**src/rtl/div_iter_pkg.sv**
```systemverilog
// div_iter shared definitions: result-ready codes,
// DIV/DIVU function codes and FSM state encodings.
package div_iter_pkg;

  localparam logic DivResultReady    = 1'b1;
  localparam logic DivResultNotReady = 1'b0;

  localparam logic [5:0] DIV_CONTROL  = 6'h1a;
  localparam logic [5:0] DIVU_CONTROL = 6'h1b;

  typedef enum logic [1:0] {
    DivFree   = 2'b00,
    DivByZero = 2'b01,
    DivOn     = 2'b10,
    DivEnd    = 2'b11
  } div_state_e;

endpackage

```
**src/rtl/div_iter_if.sv**
```systemverilog
// div handshake bundle between the hazard unit (master)
// and the iterative divider (slave).
interface div_iter_if #(
  parameter int WIDTH = 32
);

  logic               start_i;
  logic               annul_i;
  logic               signed_div_i;
  logic [WIDTH-1:0]   opdata1_i;
  logic [WIDTH-1:0]   opdata2_i;
  logic [2*WIDTH-1:0] result_o;
  logic               ready_o;

  modport master (
    output start_i,
    output annul_i,
    output signed_div_i,
    output opdata1_i,
    output opdata2_i,
    input  result_o,
    input  ready_o
  );

  modport slave (
    input  start_i,
    input  annul_i,
    input  signed_div_i,
    input  opdata1_i,
    input  opdata2_i,
    output result_o,
    output ready_o
  );

endinterface

```
**src/rtl/div_iter_step.sv**
```systemverilog
// One restoring-division iteration: shift in the next
// dividend bit, trial-subtract, restore on borrow.
module div_iter_step #(
  parameter int WIDTH = 32
) (
  input  logic [WIDTH-1:0] rem,
  input  logic             dvd_msb,
  input  logic [WIDTH-1:0] divisor,
  output logic [WIDTH-1:0] rem_next,
  output logic             q_bit
);

  logic [WIDTH:0] trial;
  logic [WIDTH:0] diff;

  // Trial needs one extra bit: 2*rem+1 can exceed WIDTH bits.
  always_comb begin
    trial    = {rem, dvd_msb};
    diff     = trial - {1'b0, divisor};
    q_bit    = ~diff[WIDTH];
    rem_next = q_bit ? diff[WIDTH-1:0] : trial[WIDTH-1:0];
  end

endmodule

```
**src/rtl/div_iter.sv**
```systemverilog
// Multi-cycle radix-2 restoring divider (DIV/DIVU) for EX,
// answering the hazard unit's div_start with a ready pulse.
module div_iter
  import div_iter_pkg::*;
#(
  parameter int WIDTH = 32
) (
  input logic     clk,
  input logic     rst,
  div_iter_if.slave bus
);

  localparam int CW = $clog2(WIDTH);

  div_state_e state, state_n;

  logic [WIDTH-1:0] rem;
  logic [WIDTH-1:0] dvd;
  logic [WIDTH-1:0] dvs;
  logic [CW-1:0]    cnt;
  logic             sign_q;
  logic             sign_r;

  logic             s1, s2, abort, last;
  logic [WIDTH-1:0] abs1, abs2;
  logic [WIDTH-1:0] rem_n, q_full;
  logic [WIDTH-1:0] quo_fix, rem_fix;
  logic             q_bit;

  div_iter_step #(.WIDTH(WIDTH)) u_step (
    .rem      (rem),
    .dvd_msb  (dvd[WIDTH-1]),
    .divisor  (dvs),
    .rem_next (rem_n),
    .q_bit    (q_bit)
  );

  // Operand magnitudes, sign fix-up and abort decode.
  always_comb begin
    s1      = bus.signed_div_i & bus.opdata1_i[WIDTH-1];
    s2      = bus.signed_div_i & bus.opdata2_i[WIDTH-1];
    abs1    = s1 ? -bus.opdata1_i : bus.opdata1_i;
    abs2    = s2 ? -bus.opdata2_i : bus.opdata2_i;
    abort   = bus.annul_i | ~bus.start_i;
    last    = (cnt == CW'(WIDTH - 1));
    q_full  = {dvd[WIDTH-2:0], q_bit};
    quo_fix = sign_q ? -q_full : q_full;
    rem_fix = sign_r ? -rem_n : rem_n;
  end

  // State register.
  always_ff @(posedge clk or posedge rst) begin
    if (rst) state <= DivFree;
    else     state <= state_n;
  end

  // Next-state logic; annul wins over start everywhere.
  always_comb begin
    state_n = state;
    unique case (state)
      DivFree: begin
        if (bus.start_i && !bus.annul_i)
          state_n = (bus.opdata2_i == '0) ? DivByZero : DivOn;
      end
      DivByZero: state_n = abort ? DivFree : DivEnd;
      DivOn: begin
        if (abort)     state_n = DivFree;
        else if (last) state_n = DivEnd;
      end
      DivEnd:  state_n = DivFree;
      default: state_n = DivFree;
    endcase
  end

  // Datapath, registered result and one-cycle ready pulse.
  always_ff @(posedge clk or posedge rst) begin
    if (rst) begin
      rem          <= '0;
      dvd          <= '0;
      dvs          <= '0;
      cnt          <= '0;
      sign_q       <= 1'b0;
      sign_r       <= 1'b0;
      bus.result_o <= '0;
      bus.ready_o  <= DivResultNotReady;
    end else begin
      bus.ready_o <= DivResultNotReady;
      unique case (state)
        DivFree: begin
          if (state_n == DivOn) begin
            dvd    <= abs1;
            dvs    <= abs2;
            rem    <= '0;
            cnt    <= '0;
            sign_q <= s1 ^ s2;
            sign_r <= s1;
          end
        end
        DivByZero: begin
          if (state_n == DivEnd) begin
            bus.result_o <= '0;
            bus.ready_o  <= DivResultReady;
          end
        end
        DivOn: begin
          if (state_n != DivFree) begin
            rem <= rem_n;
            dvd <= q_full;
            cnt <= cnt + CW'(1);
          end
          if (state_n == DivEnd) begin
            bus.result_o <= {rem_fix, quo_fix};
            bus.ready_o  <= DivResultReady;
          end
        end
        default: ;
      endcase
    end
  end

endmodule

```
**src/flat_wrapper.sv**
```systemverilog
// flat-port wrapper written by rule: the top's interface ports become plain ports
module div_iter_flat import div_iter_pkg::*;
#(
  parameter int WIDTH = 32
)
  (clk, rst, bus_start_i, bus_annul_i, bus_signed_div_i, bus_opdata1_i, bus_opdata2_i, bus_result_o, bus_ready_o);
  div_iter_if #(.WIDTH(WIDTH)) bus_i ();
  input logic clk;
  input logic rst;
  input wire logic [$bits(bus_i.start_i)-1:0] bus_start_i;
  input wire logic [$bits(bus_i.annul_i)-1:0] bus_annul_i;
  input wire logic [$bits(bus_i.signed_div_i)-1:0] bus_signed_div_i;
  input wire logic [$bits(bus_i.opdata1_i)-1:0] bus_opdata1_i;
  input wire logic [$bits(bus_i.opdata2_i)-1:0] bus_opdata2_i;
  output wire logic [$bits(bus_i.result_o)-1:0] bus_result_o;
  output wire logic [$bits(bus_i.ready_o)-1:0] bus_ready_o;
  assign bus_i.start_i = bus_start_i;
  assign bus_i.annul_i = bus_annul_i;
  assign bus_i.signed_div_i = bus_signed_div_i;
  assign bus_i.opdata1_i = bus_opdata1_i;
  assign bus_i.opdata2_i = bus_opdata2_i;
  assign bus_result_o = bus_i.result_o;
  assign bus_ready_o = bus_i.ready_o;
  div_iter #(.WIDTH(WIDTH)) u_core (.clk(clk), .rst(rst), .bus(bus_i));
endmodule
```
**config.mk**
```make
export PLATFORM = sky130hd
export DESIGN_NAME = div_iter_flat
export DESIGN_NICKNAME = d
export VERILOG_FILES = /design/src/rtl/div_iter_pkg.sv /design/src/rtl/div_iter_if.sv /design/src/rtl/div_iter_step.sv /design/src/rtl/div_iter.sv /design/src/flat_wrapper.sv
export SDC_FILE = /design/constraint.sdc
export NUM_CORES = 1
export LEC_CHECK = 0
export CAP_MARGIN = 25
export CORE_MARGIN = 4
export CORE_UTILIZATION = 30
export CTS_BUF_LIST = sky130_fd_sc_hd__clkbuf_8 sky130_fd_sc_hd__clkbuf_16
export DETAILED_ROUTE_END_ITERATION = 12
export PLACE_DENSITY_LB_ADDON = 0.15
export SLEW_MARGIN = 20
export SYNTH_ARGS = -nofsm -noshare
export SYNTH_HDL_FRONTEND = slang
export SYNTH_HIERARCHICAL = 1
export SYNTH_SLANG_ARGS = --single-unit
```
**constraint.sdc**
```tcl
create_clock -name clk -period 15.9 [get_ports clk]
set_clock_uncertainty 0.05 [all_clocks]
set_input_delay 1.59 -clock clk [delete_from_list [all_inputs] [get_ports clk]]
set_output_delay 1.59 -clock clk [all_outputs]
set_load 0.02 [all_outputs]
```
==> results.md <==
- Maximum vdd drop: 0.00007171 V
- Setup crit end kind: flip-flop
- Worst EP required: 16.15 ns
- Post-layout nets: 1544
- Synthesized area: 11840 sq um
- Vias in the first global route: 9706
- TritonCTS clock tree: built
- Simple-Gate Fraction of Synth Area: 15.70%
- Crit path largest cell delay: 0.67 ns
- Die width: 206.7 um
- Fillers: 3974
- Largest family of logic cells by synthesized area: compound AO/OA/AOI/OAI gates
- Post-DR wirelength/cell: 18.22 um
- Root buf cell: clkbuf_16
- Setup TNS Final: 0 ns
- Multi-input gate area: 6995 sq um
- Rel. slew slack: 30.42%
- Min-Delay Path Depth: 2
- Synth area leader: dfrtp_1
- Leading cell type by number of instances after synthesis: o21ai_0
- Crit-path cells: inv_1 > ha_1 > fa_1 > and2b_1 > o2111ai_2 > a21oi_2 > o2111ai_1 > a211oi_2 > nor2_4 > mux2i_4 > and2_4 > inv_8 > mux2_2 > nor4_1 > nand4_1 > or4_1 > o41ai_1 > xor2_1 > o21ai_0
- Worst hold start: u_core/bus.result_o[54]$_DFFE_PP0P_
- Reg2reg setup slack: 9.95 ns
- Max Slew Vio Count: 0
- Leakage: 5.847 nW
- R2R Path End: u_core/bus.result_o[60]$_DFFE_PP0P_
- Post-synth top cells: o21ai_0 (195), dfrtp_1 (170), nand2_1 (162)
- Area grow syn2layout: 19.47%
- CTS Buf Count: 17
- Clock sink count: 170
- Worst Hold Class: reg2reg
- Antenna diode count: 0
- Starting density of the core: 30.50%
- # DRC: 0
- Worst Path Arrival: 6.20 ns
- Multiplexer share of the synthesized area: 7.185%
- XOR/XNOR Fraction of Synth Area: 10.65%
- Bufs on Longest Clock Path: 2
- First-pass GRT wire length: 55990 um
- Delay-heaviest family, CP: simple AND/OR/NAND/NOR gates
- Fin crit share: 37.43%
- Total GRT Usage: 16.57%
- Compound-Gate Fraction of Synth Area: 20.85%
- Unrepaired setup endpoints after global routing: false
- Hold EP: u_core/bus.result_o[54]$_DFFE_PP0P_
- Fin. Hold Viols: 0
- Number of flops mapped to enable cells by yosys: 0
- RD Place Congestion: 0.8278
- Synthesis Warnings: 6
- WL final: 35740 um
- DR iter-0 viols: 607
- FMAX: 0.1680 GHz
- Minimum clock period: 5.951 ns
- Syn Area/Cell: 8.817 sq um
- Slowest stage cell, crit path: nor4_1
- Final setup vio count: 0
- Crit-path max FO: 27
- CTS clk-pin slew, worst paths: 0.08 ns
- Post-synthesis adder-cell area fraction: 4.501%
- Largest net degree at the start of global routing: 105
- Setup bufs post-CTS: 0
- Ys flop type: dfrtp_1
- CTS H-tree depth: 4
- Mapped Cells: 1343
- Synth Net Count: 1454
- Post-route ant nets: 0
- Slew @ Worst Pin: 1.044 ns
- Max-Cap Viols: 0
- Via count: 10080
- Num rows: 72
- Register cell area after layout: 4255 sq um
- Core Region: 38830 sq um
- Die area: 42710 sq um
- I/O pin count: 134
- Async S/R FF share, synth: 100.0%
- Layout cells sized above 1: 9.695%
- Synth top area share: 35.93%
- Status: completed
- Die height: 206.7 um
- Top post-synthesis cells by area: dfrtp_1 (36%), o21ai_0 (8.2%), xor2_1 (7.3%)
- Initial antenna violation count: 0
- Pre-antenna DRT Iters: 5
- Critical path buffer and inverter count: 2
- Register area share after synthesis: 35.93%
- Worst Setup Start Kind: flip-flop
- Latest clock arrival within the worst-skew pair: 0.44 ns
- Worst Setup Path Type: reg2reg
- Yosys cell types: 80
- Pwr Density: 199.1 nW/um^2
- Fin Hold WS: 0.4278 ns
- Hold bufs inserted after CTS: 0
- Reg-to-reg startpoint: u_core/dvd[31]$_DFFE_PP0P_
- Total gr overflow: 0
- Drt via density: 5.138
- Post-CTS resize count: 0
- R2r worst-path depth: 19
- Yosys reg bits: 170
- IO Port Bufs: 133
- Post-DP HPWL: 26200 um
## layout make-up
class / instances / share of cell area (%)
multi-input combinational: 1046 / 49.45
sequential: 170 / 30.08
timing repair buffer: 146 / 10.21
tap: 518 / 4.581
clock buffer: 17 / 3.007
inverter: 52 / 1.468
clock inverter: 13 / 1.203
## worst min-delay path, stage by stage, from the launching register on
cell and delay, ns:
dfrtp_1 0.34, nand2_1 0.05, o21ai_0 0.06
## flip-flops by register name (all words and copies together), names as in the netlist
signal / count
u_core/state: 2
u_core/dvs: 32
u_core/sign_q: 1
u_core/bus.ready_o: 1
u_core/cnt: 5
u_core/bus.result_o: 64
u_core/dvd: 32
u_core/rem: 32
u_core/sign_r: 1
## per-stage QoR
step,power (mW),worst slack [ns],std cells,cell area [sq um],util [%]
3_3_place_gp,2.375,10.08,1931,13530,34.84
2_1_floorplan,1.963,9.657,1343,11840,-
4_1_cts,2.841,9.966,1961,14120,36.37
6_report,2.817,9.949,1962,14150,36.44
5_1_grt,3.055,9.619,1962,14150,36.44
3_5_place_dp,2.383,9.997,1931,13530,34.84
## how the worst max path moves through the flow
stage                                    start  cells past startpoint                             endpoint
floorplan                                  rst                      1         u_core/bus.ready_o$_DFF_PP0_
global placement    u_core/dvd[31]$_DFFE_PP0P_                     19  u_core/bus.result_o[60]$_DFFE_PP0P_
detailed placement  u_core/dvd[31]$_DFFE_PP0P_                     19  u_core/bus.result_o[60]$_DFFE_PP0P_
CTS                 u_core/dvd[31]$_DFFE_PP0P_                     19  u_core/bus.result_o[60]$_DFFE_PP0P_
global route        u_core/dvd[31]$_DFFE_PP0P_                     19  u_core/bus.result_o[60]$_DFFE_PP0P_
finish              u_core/dvd[31]$_DFFE_PP0P_                     19  u_core/bus.result_o[60]$_DFFE_PP0P_
## layer usage
metal  GRT usage, %  up-vias  wire [um]
met5              0        -          0
li1               -     4967          -
met1          25.00     4891      18160
met3          2.937       17       1601
met4          3.137        0        290
met2          24.99      205      15690
## logic make-up after synthesis
group | count (synthesis)
xor gates and xnor gates | 144
and+or+nand+nor | 380
muxes | 69
AOI/OAI and AO/OA | 411
buffers and inverters | 127
adders and majority gates | 42
DFF | 170
## layout by cell type, fill, tap and decap left out, types with 22 or more instances in the layout
master,count
inv_1,51
nand3_1,22
dfrtp_1,169
nor2_1,70
a21oi_1,69
nand2_1,162
ha_1,40
o31ai_1,35
xor2_1,99
xnor2_1,45
o21ai_0,195
mux2_2,42
clkdlybuf4s50_1,133
## report_power, final
| group | total (mW) | switching, mW | internal, mW |
|---|---|---|---|
| Sequential | 0.705 | 0.146 | 0.559 |
| Clock | 0.440 | 0.192 | 0.248 |
| Combinational | 1.67 | 1.00 | 0.669 |
Power figures use the tool's default switching activity.
